===== src/rtl/leaf_arb_pkg.sv =====
// Shared packet layout, config entry type and helpers for the leaf output arbiter.
package leaf_arb_pkg;

  localparam int PAYLOAD_BITS    = 32;
  localparam int NUM_LEAF_BITS   = 5;
  localparam int NUM_PORT_BITS   = 4;
  localparam int NUM_ADDR_BITS   = 7;
  localparam int NUM_CREDIT_BITS = 8;
  localparam int PACKET_BITS     = 1 + NUM_LEAF_BITS + NUM_PORT_BITS + NUM_ADDR_BITS + PAYLOAD_BITS;

  localparam int PAYLOAD_LSB = 0;
  localparam int SEQ_LSB     = PAYLOAD_LSB + PAYLOAD_BITS;
  localparam int DPORT_LSB   = SEQ_LSB + NUM_ADDR_BITS;
  localparam int LEAF_LSB    = DPORT_LSB + NUM_PORT_BITS;
  localparam int VALID_BIT   = LEAF_LSB + NUM_LEAF_BITS;

  localparam int unsigned CREDIT_MAX = (1 << NUM_CREDIT_BITS) - 1;

  typedef struct packed {
    logic                     en;
    logic [NUM_LEAF_BITS-1:0] leaf;
    logic [NUM_PORT_BITS-1:0] dport;
  } cfg_entry_t;

  typedef enum logic {
    OUT_EMPTY = 1'b0,
    OUT_FULL  = 1'b1
  } out_state_t;

  function automatic logic [PACKET_BITS-1:0] build_packet(
    input cfg_entry_t               entry,
    input logic [NUM_ADDR_BITS-1:0] seq,
    input logic [PAYLOAD_BITS-1:0]  payload
  );
    logic [PACKET_BITS-1:0] pkt;
    pkt = '0;
    pkt[VALID_BIT]                      = 1'b1;
    pkt[LEAF_LSB +: NUM_LEAF_BITS]      = entry.leaf;
    pkt[DPORT_LSB +: NUM_PORT_BITS]     = entry.dport;
    pkt[SEQ_LSB +: NUM_ADDR_BITS]       = seq;
    pkt[PAYLOAD_LSB +: PAYLOAD_BITS]    = payload;
    return pkt;
  endfunction

  // Return and consume in the same cycle combine into one net change before saturating.
  function automatic logic [NUM_CREDIT_BITS-1:0] next_credit(
    input logic [NUM_CREDIT_BITS-1:0] cur,
    input logic                       ret,
    input logic                       consume,
    input int unsigned                add
  );
    int unsigned sum;
    sum = 32'(cur);
    if (ret) sum = sum + add;
    if (consume) sum = sum - 1;
    if (sum > CREDIT_MAX) sum = CREDIT_MAX;
    return NUM_CREDIT_BITS'(sum);
  endfunction

endpackage


===== src/rtl/rr_arbiter.sv =====
// Combinational round-robin picker: first requester at or after ptr, wrapping.
module rr_arbiter #(
  parameter int N        = 4,
  parameter int IDX_BITS = 2
) (
  input  logic [N-1:0]        req,
  input  logic [IDX_BITS-1:0] ptr,
  output logic [N-1:0]        grant,
  output logic [IDX_BITS-1:0] grant_idx,
  output logic                any_grant
);

  logic [IDX_BITS-1:0] idx;

  function automatic int unsigned wrap_idx(input logic [IDX_BITS-1:0] p, input int unsigned off);
    return (32'(p) + off) % N;
  endfunction

  always_comb begin
    grant     = '0;
    grant_idx = '0;
    any_grant = 1'b0;
    idx       = '0;
    for (int i = 0; i < N; i++) begin
      idx = IDX_BITS'(wrap_idx(ptr, i));
      if (!any_grant && req[idx]) begin
        any_grant      = 1'b1;
        grant[idx]     = 1'b1;
        grant_idx      = idx;
      end
    end
  end

endmodule


===== src/rtl/leaf_out_arbiter.sv =====
// Shares the leaf-to-BFT packet channel among user output streams with
// round-robin selection, per-port credits and a runtime destination table.
module leaf_out_arbiter
  import leaf_arb_pkg::*;
#(
  parameter int          NUM_OUT_PORTS         = 4,
  parameter int unsigned FREESPACE_UPDATE_SIZE = 64
) (
  input  logic                                  clk_user,
  input  logic                                  reset_n,
  input  logic [NUM_OUT_PORTS*PAYLOAD_BITS-1:0] din_user,
  input  logic [NUM_OUT_PORTS-1:0]              vld_user,
  output logic [NUM_OUT_PORTS-1:0]              ack_user,
  output logic [PACKET_BITS-1:0]                pkt_out,
  output logic                                  pkt_valid,
  input  logic                                  pkt_ready,
  input  logic                                  credit_ret_vld,
  input  logic [NUM_PORT_BITS-1:0]              credit_ret_port,
  input  logic                                  cfg_we,
  input  logic [NUM_PORT_BITS-1:0]              cfg_port,
  input  logic                                  cfg_en,
  input  logic [NUM_LEAF_BITS-1:0]              cfg_leaf,
  input  logic [NUM_PORT_BITS-1:0]              cfg_dport
);

  localparam int IDX_BITS = $clog2(NUM_OUT_PORTS);

  // Handshake: a user word transfers in the cycle ack_user[k] is high (vld_user[k]
  // is already high then); a packet transfers on any edge where pkt_valid and pkt_ready are both high.
  out_state_t                 state_q, state_d;
  logic [PACKET_BITS-1:0]     pkt_q;
  logic [IDX_BITS-1:0]        rr_ptr_q;
  cfg_entry_t                 cfg_q    [NUM_OUT_PORTS];
  logic [NUM_ADDR_BITS-1:0]   seq_q    [NUM_OUT_PORTS];
  logic [NUM_CREDIT_BITS-1:0] credit_q [NUM_OUT_PORTS];
  logic [NUM_CREDIT_BITS-1:0] credit_d [NUM_OUT_PORTS];
  logic [PAYLOAD_BITS-1:0]    payload  [NUM_OUT_PORTS];

  logic [NUM_OUT_PORTS-1:0] req;
  logic [NUM_OUT_PORTS-1:0] grant;
  logic [IDX_BITS-1:0]      grant_idx;
  logic                     any_grant;
  logic                     capture_ok;
  logic                     take;

  always_comb begin
    req = '0;
    for (int k = 0; k < NUM_OUT_PORTS; k++) begin
      req[k]     = vld_user[k] & cfg_q[k].en & (credit_q[k] != '0);
      payload[k] = din_user[k*PAYLOAD_BITS +: PAYLOAD_BITS];
    end
  end

  rr_arbiter #(
    .N        (NUM_OUT_PORTS),
    .IDX_BITS (IDX_BITS)
  ) u_rr (
    .req       (req),
    .ptr       (rr_ptr_q),
    .grant     (grant),
    .grant_idx (grant_idx),
    .any_grant (any_grant)
  );

  always_ff @(posedge clk_user or negedge reset_n) begin
    if (!reset_n) state_q <= OUT_EMPTY;
    else          state_q <= state_d;
  end

  always_comb begin
    state_d    = state_q;
    capture_ok = (state_q == OUT_EMPTY) || pkt_ready;
    take       = capture_ok && any_grant;
    ack_user   = take ? grant : '0;
    if (take) state_d = OUT_FULL;
    else if (state_q == OUT_FULL && pkt_ready) state_d = OUT_EMPTY;
  end

  always_comb begin
    for (int k = 0; k < NUM_OUT_PORTS; k++) begin
      credit_d[k] = next_credit(credit_q[k],
                                credit_ret_vld && (credit_ret_port == NUM_PORT_BITS'(k)),
                                take && grant[k],
                                FREESPACE_UPDATE_SIZE);
    end
  end

  // The captured header reads cfg_q before any same-edge config write lands.
  always_ff @(posedge clk_user or negedge reset_n) begin
    if (!reset_n) begin
      pkt_q    <= '0;
      rr_ptr_q <= '0;
      for (int k = 0; k < NUM_OUT_PORTS; k++) begin
        seq_q[k]    <= '0;
        credit_q[k] <= NUM_CREDIT_BITS'(FREESPACE_UPDATE_SIZE);
        cfg_q[k]    <= '0;
      end
    end else begin
      if (take) begin
        pkt_q <= build_packet(cfg_q[grant_idx], seq_q[grant_idx], payload[grant_idx]);
        if (grant_idx == IDX_BITS'(NUM_OUT_PORTS - 1)) rr_ptr_q <= '0;
        else                                           rr_ptr_q <= grant_idx + 1'b1;
      end else if (state_d == OUT_EMPTY) begin
        pkt_q <= '0;
      end
      for (int k = 0; k < NUM_OUT_PORTS; k++) begin
        credit_q[k] <= credit_d[k];
        if (take && grant[k]) seq_q[k] <= seq_q[k] + 1'b1;
        if (cfg_we && cfg_port == NUM_PORT_BITS'(k))
          cfg_q[k] <= cfg_entry_t'{en: cfg_en, leaf: cfg_leaf, dport: cfg_dport};
      end
    end
  end

  assign pkt_out   = pkt_q;
  assign pkt_valid = (state_q == OUT_FULL);

endmodule


===== config.mk =====
export PLATFORM = sky130hd
export DESIGN_NAME = leaf_out_arbiter
export DESIGN_NICKNAME = d
export VERILOG_FILES = /design/src/rtl/leaf_arb_pkg.sv /design/src/rtl/rr_arbiter.sv /design/src/rtl/leaf_out_arbiter.sv
export SDC_FILE = /design/constraint.sdc
export NUM_CORES = 1
export LEC_CHECK = 0
export CORE_ASPECT_RATIO = 1.2
export CORE_MARGIN = 8
export CORE_UTILIZATION = 46
export CTS_CLUSTER_SIZE = 24
export DETAILED_ROUTE_END_ITERATION = 7
export PLACE_DENSITY = 0.77
export SLEW_MARGIN = 40
export SYNTH_ARGS = -nofsm -noshare
export SYNTH_HDL_FRONTEND = slang
export SYNTH_SLANG_ARGS = --single-unit

===== constraint.sdc =====
create_clock -name clk_user -period 3.5 [get_ports clk_user]
set_input_delay 0.525 -clock clk_user [delete_from_list [all_inputs] [get_ports clk_user]]
set_output_delay 0.525 -clock clk_user [all_outputs]
set_load 0.02 [all_outputs]

==> results of run 1 <==
-- synth_stat cells, types with 6 or more instances --
| master | instances |
|---|---|
| inv_1 | 23 |
| buf_2 | 6 |
| o21ai_0 | 10 |
| clkbuf_1 | 18 |
| xnor2_1 | 35 |
| mux2i_1 | 149 |
| o211ai_1 | 11 |
| nor3_1 | 22 |
| nand4_1 | 14 |
| dfrtp_1 | 148 |
| a31oi_1 | 6 |
| nand2_1 | 56 |
| a22o_1 | 48 |
| and3_1 | 10 |
| buf_4 | 7 |
| nand3_1 | 14 |
| mux2_2 | 43 |
| xor2_1 | 10 |
| nor2_1 | 32 |
| ha_1 | 28 |
| nand2b_1 | 7 |
| a21oi_1 | 17 |
| and2_1 | 7 |
-- cell type report --
| cell class | count | share of cell area, % |
|---|---|---|
| Inverter | 26 | 0.742 |
| Sequential cell | 152 | 29.0 |
| Tap cell | 261 | 2.48 |
| Clock inverter | 15 | 1.09 |
| Clock buffer | 17 | 3.24 |
| Timing Repair Buffer | 325 | 23.9 |
| Multi-Input combinational cell | 608 | 39.6 |
-- report_power, final --
group,internal [mW],total (mW),switching [mW]
logic,3.51,6.74,3.23
registers,2.36,2.82,0.462
clock network,0.990,1.76,0.772
-- cell families after synthesis --
group | Yosys count | synth area share [%]
XOR/XNOR | 45 | 4.31
flip-flops | 152 | 41.7
adder cells (fa/ha/maj) | 28 | 3.83
AO/OA/AOI/OAI | 147 | 12.6
AND/OR/NAND/NOR | 191 | 11.0
multiplexers | 197 | 22.9
buffers and inverters | 63 | 3.74
-- routing by layer --
metal  wire, um  global-route usage [%]  vias to the layer above
li1           -                       -                     3663
met1      10500                    23.8                     3775
met2      13400                    36.3                      243
met3       2210                    6.22                       47
met4        790                    9.02                        0
met5          0                       0                        -
-- worst max-delay path, stage by stage (launching register included) --
cell     delay, ps
dfstp_2        370
inv_1           80
ha_2           180
nor3b_4        230
a21oi_2         90
buf_4          160
mux4_2         560
a21o_1         240
nor3_2         150
buf_4          140
nor2_2          50
inv_2           90
buf_6          120
-- through the flow --
step	util [%]	area, um2	total power [mW]	setup TNS (ps)
floorplan	-	9140	6.87	0
global placement	62.2	12200	8.88	-3310
detailed placement	62.2	12200	8.99	-3490
CTS	65.6	12800	10.9	0
global route	67.2	13100	12.0	-102
finish	67.2	13100	11.3	0
-- state kept, by name, summed over array words and instances (netlist names) --
register and flops:
seq_q 28, credit_q 32, pkt_out 49, cfg_q 40, pkt_valid 1, rr_ptr_q 2
-- final timing paths --
kind / start / end / cells past startpoint
min reg2reg: seq_q[13]$_DFFE_PN0N_ / seq_q[13]$_DFFE_PN0N_ / 1
min in group clk_user: seq_q[13]$_DFFE_PN0N_ / seq_q[13]$_DFFE_PN0N_ / 1
min: reset_n / credit_q[15]$_DFF_PN0_ / 1
max: credit_q[30]$_DFF_PN1_ / ack_user[1] / 12
max reg2reg: credit_q[30]$_DFF_PN1_ / pkt_out[39]$_DFFE_PN0P_ / 13
max in group asynchronous: reset_n / cfg_q[35]$_DFFE_PN0P_ / 2
-- repair_timing --
item	CTS	global route
pin swaps	8	10
hold buffers	0	0
hold endpoints to repair	0	0
buffers inserted	3	16
resized for setup	35	32
endpoints found under the setup margin	8	44
cloned	0	3
==> out/results.tsv, run 1 <==
stage	metric	value	unit
clocking	cts_tree	yes	
synth	synth_nets	1006	
floorplan	initial_core_util	46.7	%
synth	synth.distinct_cells	71	
floorplan	core-area	19500	um2
route	vias	7728	
sta	hold_slack	126	ps
synth	ys_top_cells_by_area	dfrtp_1 (41%), mux2i_1 (16%), mux2_2 (5.3%)	
final_layout	fillers	1463	
place	place_inst	1351	
critical_path	start_kind	register	
synth	yosysTopAreaCell	dfrtp_1	
synth	synthArstFlopShare	100	%
sta	period_share	97.5	%
final_layout	layout_common_cells	clkdlybuf4s50_1 (203), dfrtp_1 (148), mux2i_1 (145)	
floorplan	io_pins	209	
place	place_ws	-273	ps
place	routabilityCongestion	0.876	
synth	synth_warnings	0	
critical_path	cp_max_fo	7	
synth	synth_area	9140	um2
flow_run	max-cap-violations	0	
global_route	overflow	0	
route	dr.pass1.iters	4	
sta	fin_skew	10.5	ps
power	p_per_area	861	nW/um2
sta	hold_viol	0	
final_layout	drive_gt1_share	22.0	%
sta	tightest_slew	694	ps
clocking	clock-root-buffer	clkbuf_16	
sta	rsz0062_at_grt	yes	
final_layout	diodes	0	
critical_path	end_kind	primary output	
route	wl_per_cell	19.1	um
global_route	grt_max_degree	85	
sta	fin_crit	3410	ps
sta	max_freq	0.293	GHz
global_route	grt_pass1_wl	40500	um
final_layout	nets	1313	
synth	synth-edff-count	0	
route	drcViolationCount	0	
critical_path	critPathArrivalTime	2890	ps
route	avgViaCountPerCell	5.50	
clocking	clock_path_buffers	2	
power	ir_drop	0.636	mV
floorplan	rows	56	
clocking	htreeDepth	4	
final_layout	multiInputGateArea	5200	um2
global_route	antenna_found_initial	0	
critical_path	reg2reg_setup_slack	100	ps
critical_path	crit_required	2970	ps
floorplan	die_w	145	um
global_route	grt_pass1_vias	7830	
final_layout	final_common_cell	clkdlybuf4s50_1	
final_layout	regArea	3810	um2
outcome	status	finished, final reports clean	
clocking	cts.sinks	152	
floorplan	dieHeight	170	um
floorplan	dieArea	24600	um2
synth	ys.flop_type	dfrtp_1	
final_layout	instances_no_fill	1404	
power	cellLeakagePower	6.13	nW
hold_path	hold_class	in -> async	
route	drt-total-wl	26900	um
place	hpwlAfterDp	19700	um
sta	slew_headroom	53.7	%
clocking	clk_latency	420	ps
clocking	clk_pin_slew_worst_paths	70	ps
route	initialDrtViolationCount	460	
synth	synth_top_area_share	40.5	%
synth	ys_seq_area_share	41.7	%
place	port_buffers	208	
synth	avgSynthCellArea	11.1	um2
final_layout	syn_to_final_growth	43.9	%
sta	setup_ws	88.1	ps
synth	ys_seq_elements	152	
sta	slew_violations	0	
synth	netlist_instances	823	
global_route	grt_usage	21.1	%
clocking	cts-buffers-inserted	17	
sta	finalSetupViolations	0	
route	detail-route-antenna-nets	0	
critical_path	criticalPathCategory	reg -> out	
Note: power is estimated with default switching activity, not from simulation.
==> run 2, diff against run 1 <==
--- a/config.mk
+++ b/config.mk
@@ -7,10 +7,10 @@
 export LEC_CHECK = 0
 export CORE_ASPECT_RATIO = 1.2
 export CORE_MARGIN = 8
-export CORE_UTILIZATION = 46
+export CORE_UTILIZATION = 51
 export CTS_CLUSTER_SIZE = 24
 export DETAILED_ROUTE_END_ITERATION = 7
-export PLACE_DENSITY = 0.77
+export PLACE_DENSITY = 0.81
 export SLEW_MARGIN = 40
 export SYNTH_ARGS = -nofsm -noshare
 export SYNTH_HDL_FRONTEND = slang
==> constraint.sdc (replaced) <==
create_clock -name clk_user -period 3.57 [get_ports clk_user]
set_input_delay 0.5355 -clock clk_user [delete_from_list [all_inputs] [get_ports clk_user]]
set_output_delay 0.5355 -clock clk_user [all_outputs]
set_load 0.02 [all_outputs]
==> run 2 against run 1 <==
Effect of this change: critical path depth fell by 2; register-to-register slack improved by 40 ps; core utilization rose by 5.8 points; critical endpoint unchanged.
==> out/results.tsv, run 2 (synthesis gave the netlist of run 1 again) <==
stage	metric	value	unit
outcome	status	finished, final reports clean	
sta	fin_crit	3470	ps
sta	slew_headroom	49.8	%
route	wl_per_cell	19.6	um
floorplan	dieHeight	163	um
global_route	overflow	0	
clocking	cts_tree	yes	
critical_path	cpPeakStageDelay	550	ps
flow_run	max-cap-violations	0	
critical_path	cp_slowest_cell	mux4_2	
sta	hold_slack	169	ps
final_layout	diodes	0	
clocking	htreeDepth	4	
sta	tightest_slew	753	ps
route	initialDrtViolationCount	384	
sta	hold_viol	0	
critical_path	crit_required	3030	ps
final_layout	fin_util	73.0	%
clocking	cts.sinks	152	
final_layout	largest_reg_flops	49	
route	avgViaCountPerCell	5.70	
sta	finalSetupViolations	0	
global_route	grt_max_degree	92	
global_route	grt_pass1_wl	41900	um
final_layout	instances_no_fill	1351	
hold_path	hold_class	in -> async	
place	routabilityCongestion	0.911	
sta	fin_skew	10.3	ps
clocking	postCtsHoldBufs	0	
floorplan	dieArea	22500	um2
clocking	clk_latency	430	ps
power	cellLeakagePower	6.05	nW
route	drt-total-wl	26500	um
sta	period_share	97.3	%
critical_path	path_buf_inv	3	
final_layout	syn_to_final_growth	40.4	%
global_route	antenna_found_initial	0	
floorplan	core-area	17600	um2
route	vias	7695	
critical_path	crit_chain	inv_1, ha_1, nor3b_2, a21o_1, mux4_2, nand2b_1, a311oi_2, nor2_2, inv_2, clkbuf_4	
place	hpwlAfterDp	20000	um
final_layout	layout_common_cells	clkdlybuf4s50_1 (203), mux2i_1 (149), dfrtp_1 (148)	
power	total_power	10.9	mW
critical_path	cp_max_fo	8	
sta	setup_tns	0	ps
critical_path	end_kind	primary output	
critical_path	cp.depth	10	
critical_path	cp_top_family	multiplexers	
final_layout	fillers	1269	
sta	rsz0062_at_grt	yes	
critical_path	critPathArrivalTime	2940	ps
sta	max_freq	0.288	GHz
final_layout	final_common_cell	clkdlybuf4s50_1	
clocking	clock-root-buffer	clkbuf_16	
floorplan	die_w	138	um
critical_path	criticalPathCategory	reg -> out	
clocking	clk_pin_slew_worst_paths	60	ps
critical_path	start_kind	register	
route	detail-route-antenna-nets	0	
power	p_per_area	847	nW/um2
floorplan	io_pins	209	
global_route	grt_usage	23.1	%
place	port_buffers	208	
route	dr.pass1.iters	5	
final_layout	nets	1302	
place	place_inst	1315	
final_layout	drive_gt1_share	19.7	%
floorplan	rows	53	
clocking	clock_path_buffers	2	
global_route	grt_pass1_vias	7866	
route	drcViolationCount	0	
critical_path	r2r_cells	14	
sta	slew_violations	0	
power	ir_drop	0.413	mV
clocking	cts-buffers-inserted	17	
floorplan	initial_core_util	52.0	%
run 2: cell types whose count changed in the layout (fill, tap and decap cells not counted), sizes merged:
cell      previous run  this run
buf                118       108
bufinv               1         3
clkbuf              21        22
clkinv               2         5
clkinvlp             7         3
inv                 31        27
run 2: worst paths after layout:
path | from | endpoint | slack [ps]
setup / recovery | credit_q[30]$_DFF_PN1_ | ack_user[1] | 100
hold / removal | reset_n | credit_q[7]$_DFF_PN0_ | 170
setup reg to reg | credit_q[30]$_DFF_PN1_ | pkt_out[47]$_DFFE_PN0P_ | 140
hold reg to reg | seq_q[20]$_DFFE_PN0N_ | seq_q[20]$_DFFE_PN0N_ | 470
max in group asynchronous | reset_n | cfg_q[34]$_DFFE_PN0P_ | 2570
min in group clk_user | seq_q[20]$_DFFE_PN0N_ | seq_q[20]$_DFFE_PN0N_ | 470
run 2: power by group:
group	internal [mW]	leakage, nW	switching (mW)
sequential	2.31	1.87	0.476
clock	1.11	0.285	0.710
combinational	3.20	3.90	3.05
run 2: layout make-up:
| type | instances | area [um2] | share of cell area, % |
|---|---|---|---|
| multi-input combinational | 608 | 5090 | 39.7 |
| sequential | 152 | 3810 | 29.7 |
| timing repair buffer | 314 | 2960 | 23.1 |
| clock buffer | 19 | 443 | 3.45 |
| tap | 220 | 275 | 2.15 |
| clock inverter | 12 | 150 | 1.17 |
| inverter | 26 | 97.6 | 0.761 |
run 2: metrics by stage:
step	setup WS, ps	instance area (um2)
2_1_floorplan	176	9140
3_3_place_gp	-156	12100
3_5_place_dp	-184	12100
4_1_cts	39.1	12700
5_1_grt	-30.9	12800
6_report	97.1	12800
run 2: routing by layer:
layer  part of all wire (%)  global-route usage, %
met4                    2.1                   9.15
met5                      0                      0
met1                     41                   26.6
met2                     52                   41.2
met3                    5.0                   4.84
run 2: what timing repair did:
item,in CTS,in global routing
buffers inserted,0,4
gates resized for setup,22,10
gates cloned,0,1
pin swaps,0,3
setup endpoints to repair,4,6
